[src/rtl/lut_pipe_if.sv]
// Valid/ready activation-vector channel between PolyLUT-Add layers.
// The master drives data/valid and the slave drives ready.
interface lut_pipe_if #(
  parameter int DataWidth = 200
) ();
  logic [DataWidth-1:0] data;
  logic                 valid;
  logic                 ready;

  modport master (output data, output valid, input ready);
  modport slave  (input data, input valid, output ready);
endinterface

[src/rtl/lut_layer_elastic_pipe.sv]
// Elastic multi-stage pipeline register (main + skid per stage) with flush and occupancy.
// Optional macro LUTPIPE_STALL_CNT_EN adds the stall_cnt output port.
//
// state | meaning
// EMPTY | main and skid both empty
// ONE   | main holds a vector, skid empty
// TWO   | main and skid both hold a vector; upstream ready is low
module lut_layer_elastic_pipe #(
  parameter int DataWidth = 200,
  parameter int STAGES    = 1,
  parameter int OCC_W     = $clog2(2*STAGES+1)
) (
  input  logic             clk,
  input  logic             rst,
  input  logic             flush,
  lut_pipe_if.slave        in_bus,
  lut_pipe_if.master       out_bus,
  output logic [OCC_W-1:0] occupancy
`ifdef LUTPIPE_STALL_CNT_EN
  ,
  output logic [31:0]      stall_cnt
`endif
);

  typedef enum logic [1:0] {
    EMPTY = 2'd0,
    ONE   = 2'd1,
    TWO   = 2'd2
  } stage_state_t;

  stage_state_t         state_q [STAGES];
  stage_state_t         state_d [STAGES];
  logic [DataWidth-1:0] main_q  [STAGES];
  logic [DataWidth-1:0] skid_q  [STAGES];

  // Link k is the input side of stage k; link STAGES is the block output.
  logic [DataWidth-1:0] link_data [STAGES+1];
  logic [STAGES:0]      link_valid;
  logic [STAGES:0]      link_ready;
  logic [STAGES:0]      link_fire;

  logic [STAGES-1:0]    ld_main_in;
  logic [STAGES-1:0]    ld_main_skid;
  logic [STAGES-1:0]    ld_skid;
  logic                 live;
  logic [OCC_W-1:0]     occ_q;

  assign live = rst & ~flush;

  // Ready depends only on registered skid state, so out_ready never reaches in_ready.
  always_comb begin
    link_data[0]       = in_bus.data;
    link_valid[0]      = in_bus.valid;
    link_ready[STAGES] = out_bus.ready;
    for (int k = 0; k < STAGES; k++) begin
      link_data[k+1]  = main_q[k];
      link_valid[k+1] = (state_q[k] != EMPTY);
      link_ready[k]   = live & (state_q[k] != TWO);
    end
  end

  assign link_fire = link_valid & link_ready;

  always_comb begin
    for (int k = 0; k < STAGES; k++) begin
      state_d[k]      = state_q[k];
      ld_main_in[k]   = 1'b0;
      ld_main_skid[k] = 1'b0;
      ld_skid[k]      = 1'b0;
      case (state_q[k])
        EMPTY: begin
          if (link_fire[k]) begin
            state_d[k]    = ONE;
            ld_main_in[k] = 1'b1;
          end
        end
        ONE: begin
          case ({link_fire[k], link_fire[k+1]})
            2'b11: ld_main_in[k] = 1'b1;
            2'b10: begin
              state_d[k] = TWO;
              ld_skid[k] = 1'b1;
            end
            2'b01: state_d[k] = EMPTY;
            default: ;
          endcase
        end
        TWO: begin
          if (link_fire[k+1]) begin
            state_d[k]      = ONE;
            ld_main_skid[k] = 1'b1;
          end
        end
        default: state_d[k] = EMPTY;
      endcase
      if (!live) state_d[k] = EMPTY;
    end
  end

  always_ff @(posedge clk) begin
    for (int k = 0; k < STAGES; k++) begin
      if (!rst) begin
        state_q[k] <= EMPTY;
        main_q[k]  <= '0;
        skid_q[k]  <= '0;
      end else begin
        state_q[k] <= state_d[k];
        if (ld_main_in[k])        main_q[k] <= link_data[k];
        else if (ld_main_skid[k]) main_q[k] <= skid_q[k];
        if (ld_skid[k])           skid_q[k] <= link_data[k];
      end
    end
  end

  // Internal stage-to-stage moves never change the total held count.
  always_ff @(posedge clk) begin
    if (!rst || flush) begin
      occ_q <= '0;
    end else begin
      case ({link_fire[0], link_fire[STAGES]})
        2'b10:   occ_q <= occ_q + OCC_W'(1);
        2'b01:   occ_q <= occ_q - OCC_W'(1);
        default: ;
      endcase
    end
  end

  assign in_bus.ready  = link_ready[0];
  assign out_bus.valid = link_valid[STAGES];
  assign out_bus.data  = link_data[STAGES];
  assign occupancy     = occ_q;

`ifdef LUTPIPE_STALL_CNT_EN
  always_ff @(posedge clk) begin
    if (!rst)                                 stall_cnt <= '0;
    else if (out_bus.valid && !out_bus.ready) stall_cnt <= stall_cnt + 32'd1;
  end
`endif

endmodule

[src/flat_wrapper.sv]
// flat-port wrapper written by rule: the top's interface ports become plain ports
module lut_layer_elastic_pipe_flat 
#(
  parameter int DataWidth = 200,
  parameter int STAGES    = 1,
  parameter int OCC_W     = $clog2(2*STAGES+1)
)
  (clk, rst, flush, occupancy, in_bus_data, in_bus_valid, in_bus_ready, out_bus_data, out_bus_valid, out_bus_ready);
  lut_pipe_if #(.DataWidth(DataWidth)) in_bus_i ();
  lut_pipe_if #(.DataWidth(DataWidth)) out_bus_i ();
  input  logic clk;
  input  logic rst;
  input  logic flush;
  output logic [OCC_W-1:0] occupancy;
  input wire logic [$bits(in_bus_i.data)-1:0] in_bus_data;
  input wire logic [$bits(in_bus_i.valid)-1:0] in_bus_valid;
  output wire logic [$bits(in_bus_i.ready)-1:0] in_bus_ready;
  output wire logic [$bits(out_bus_i.data)-1:0] out_bus_data;
  output wire logic [$bits(out_bus_i.valid)-1:0] out_bus_valid;
  input wire logic [$bits(out_bus_i.ready)-1:0] out_bus_ready;
  assign in_bus_i.data = in_bus_data;
  assign in_bus_i.valid = in_bus_valid;
  assign in_bus_ready = in_bus_i.ready;
  assign out_bus_data = out_bus_i.data;
  assign out_bus_valid = out_bus_i.valid;
  assign out_bus_i.ready = out_bus_ready;
  lut_layer_elastic_pipe #(.DataWidth(DataWidth), .STAGES(STAGES), .OCC_W(OCC_W)) u_core (.clk(clk), .rst(rst), .flush(flush), .in_bus(in_bus_i), .out_bus(out_bus_i), .occupancy(occupancy));
endmodule
[config.mk]
export PLATFORM = sky130hd
export DESIGN_NAME = lut_layer_elastic_pipe_flat
export DESIGN_NICKNAME = d
export VERILOG_FILES = /design/src/rtl/lut_pipe_if.sv /design/src/rtl/lut_layer_elastic_pipe.sv /design/src/flat_wrapper.sv
export SDC_FILE = /design/constraint.sdc
export NUM_CORES = 1
export LEC_CHECK = 0
export CAP_MARGIN = 20
export CORE_ASPECT_RATIO = 1.25
export CORE_UTILIZATION = 40
export DETAILED_ROUTE_END_ITERATION = 7
export PLACE_DENSITY = 0.67
export SLEW_MARGIN = 0
export SYNTH_ARGS = -nofsm -noshare
export SYNTH_HDL_FRONTEND = slang
export SYNTH_SLANG_ARGS = --single-unit
[constraint.sdc]
create_clock -name clk -period 9.3 [get_ports clk]
set_input_delay 1.395 -clock clk [delete_from_list [all_inputs] [get_ports clk]]
set_output_delay 1.395 -clock clk [all_outputs]
set_load 0.005 [all_outputs]
==> out/metrics.cfg <==
[sta]
worst_clock_skew_ns=0.00947
tightest_slew_ns=1.05
setup_tns_ns=0
rsz0062_at_grt=false
drv_slew=0
relSlewSlack_pct=29.7
finalHoldViolations=0
post-route-period-util_pct=47.1
final-setup-viol-count=0
max_freq_mhz=228
finalCriticalPeriod_ns=4.38

[logic_synthesis]
netlist_area_sq_um=16100
syn_inst=912
yosysTopAreaCellShare_pct=74.7
yosysSeqAreaShare_pct=75.2
ys_seq_elements=404
synth_fp_nets=1117
post-synth-top-count-cell=edfxtp_1
yosysUniqueCellTypes=32
yosys_warnings=0
postSynth.asyncResetShare_pct=0
yosys.area.top_type=edfxtp_1
synth_edf_count=400
synth.avg_cell_area_sq_um=17.6
synth_ff_type=edfxtp_1
synth.area.top_cells=edfxtp_1 75%, a22o_1 11%, and2_1 7.8%
synth_common_cells=400 x edfxtp_1, 200 x a22o_1, 200 x and2_1

[critical_path]
reg2regPathDepth=4
r2r-end=u_core.skid_q[0][13]$_SDFFCE_PN0P_
regToRegStartpoint=u_core.state_q[0][0]$_SDFFE_PN0P_
cp.buffers_inverters=2
setup.worst_path.end_class=output port
cp_cell_sequence=clkdlybuf4s50_1, nand2b_1, nor2_1, clkdlybuf4s50_1
crit_type=input pin to output port
cp_top_family=buffers and inverters
path_max_fanout=8
rrSetupSlack_ns=6.26
worstPathRequired_ns=7.91
cp_common_cell=clkdlybuf4s50_1
crit_path_top_delay_cell=clkdlybuf4s50_1
crit_arrival_ns=2.99
slowest_delay_ns=0.62
cp-start-kind=input pin

[outcome]
status=complete, no violations

[worst_hold_path]
min_path_cells=1
min_from=u_core.skid_q[0][47]$_SDFFCE_PN0P_
hold_end=u_core.main_q[0][47]$_DFFE_PP_
min_path_type=flip-flop to flip-flop

[cts]
cts_resized=0
htreeDepth=2
path_clk_slew_ns=0.06
cts_made_buffers=42
clk_latency_ns=0.54
cts.sinks=404
cts_buffer_depth=3
postCtsSetupBuffers=0
cts_tree=yes
cts-root-buf=clkbuf_16
hold_buffers=0

[cells_and_area]
drive_gt1_share_pct=5.69
syn_to_final_growth_pct=33.9
final_nets=1509

[power_and_ir_drop]
p_sw_share_pct=20.8
p_leak_nw=7.85
vdd_ir_drop_max_uv=159
p_total_w=0.00411
sequentialPowerShare_pct=51.7
switchingPower_w=0.000853
p_clk_share_pct=40.3
p_int_w=0.00326
power_density_nw_per_um2=191
combPwrFrac_pct=8.0

[floorplan]
die_w_um=181
die_y_um=226
initial_core_util_pct=40.8
io_pins=409
die_area_sq_um=41000
fp.coreArea_sq_um=39400
rows=81

[route]
met2WireLength_um=18600
route.detailed.drc=0
wire_per_inst_um=20.2
first_iter_violations=516
via_per_inst=5.13
drt-met1-wl_um=14100
ant_nets=0
vias=9438
dr.pass1.iters=5
drt_wl_total_um=37100
dr.max_layer_used=met5
met3_length_um=3000

[placed_design]
io_buffers=408
place_hpwl_um=23400
gp_congestion=0.849

[global_routing]
antenna_found_initial=8
overflow=0
grt_pass1_wl_um=56000
grt_pass1_vias=9421
grt_max_degree=201
grtUsageTotal_pct=17.8

[run]
max-cap-violations=0

-- layer usage --
layer	GRT usage [%]	up-vias
met4	7.79	4
met5	0	-
met3	5.85	85
met1	21.0	4671
li1	-	4336
met2	29.5	342
-- how the worst max path moves through the flow --
stage	start	end	slack, ns	depth (start not counted)
floorplan	out_bus_ready	u_core.skid_q[0][0]$_SDFFCE_PN0P_	1.73	5
global placement	rst	u_core.skid_q[0][19]$_SDFFCE_PN0P_	4.55	5
detailed placement	rst	u_core.skid_q[0][32]$_SDFFCE_PN0P_	4.49	5
CTS	rst	in_bus_ready	4.91	4
global route	rst	in_bus_ready	4.85	4
finish	rst	in_bus_ready	4.92	4
-- cells in the final DEF (no fill, tap or decap), types with 2 or more instances in the layout --
master / netlist / layout
nor2_1: 5 / 5
nand2_1: 4 / 3
diode_2: 0 / 5
and2_1: 200 / 200
nand2b_4: 1 / 2
nor3_4: 1 / 2
clkdlybuf4s50_1: 0 / 408
clkbuf_1: 1 / 11
inv_1: 3 / 3
clkbuf_16: 0 / 43
bufinv_16: 0 / 4
a22o_1: 200 / 200
clkinv_2: 0 / 6
nand2b_1: 4 / 3
buf_12: 22 / 3
buf_4: 19 / 6
edfxtp_1: 400 / 400
a21oi_1: 4 / 4
o21ai_0: 2 / 2
clkinv_1: 0 / 6
dfxtp_1: 4 / 4
inv_6: 0 / 3
-- registers in the layout (all words and copies together) (netlist names) --
register	count
u_core.skid_q	200
u_core.state_q	2
u_core.main_q	200
u_core.occupancy	2
-- power by group through the flow --
stage | logic (W) | clock network, W | registers [W]
global placement | 0.000329 | 0 | 0.00216
global route | 0.000348 | 0.00177 | 0.00213
finish | 0.000327 | 0.00166 | 0.00213
detailed placement | 0.000330 | 0 | 0.00217
floorplan | 0.0000875 | 0 | 0.00219
CTS | 0.000332 | 0.00170 | 0.00213
-- through the flow --
step / setup slack (ns) / util (%) / instance area (sq um) / hold WS [ns] / cells
after floorplan: 1.73 / - / 16100 / 0.512 / 912
after global placement: 4.55 / 51.1 / 20200 / 0.517 / 1757
after detailed placement: 4.49 / 51.1 / 20200 / 0.517 / 1757
after CTS: 4.91 / 54.5 / 21500 / 0.529 / 1832
after global routing: 4.85 / 54.6 / 21500 / 0.546 / 1837
final: 4.92 / 54.6 / 21500 / 0.530 / 1838
-- kinds of logic (layout without fill, tap and decap cells) --
| group | Yosys count | after routing | synth area share, % |
|---|---|---|---|
| mux | 1 | 1 | 0.0700 |
| xor+xnor | 1 | 1 | 0.0545 |
| compound gates | 210 | 210 | 11.3 |
| buf+inv | 72 | 495 | 4.64 |
| simple gates | 224 | 224 | 8.77 |
| flops | 404 | 404 | 75.2 |
| other cells | 0 | 5 | 0 |
-- worst register-to-register path, delay by kind of cell, from the launching register on --
family / cells / cell delay [ns]
buf+inv: 1 / 0.93
flops: 1 / 0.57
simple gates: 3 / 1.08
-- cell type report --
type,count,area [sq um]
inverters,3,11.3
multi-input cells,436,3270
repair buffers,417,4190
clock buffers,54,1120
fillers,3129,17900
clock inverters,21,223
diodes,5,12.5
flip-flops and latches,404,12100
well taps,498,623
Note: power is estimated with default switching activity, not from simulation.
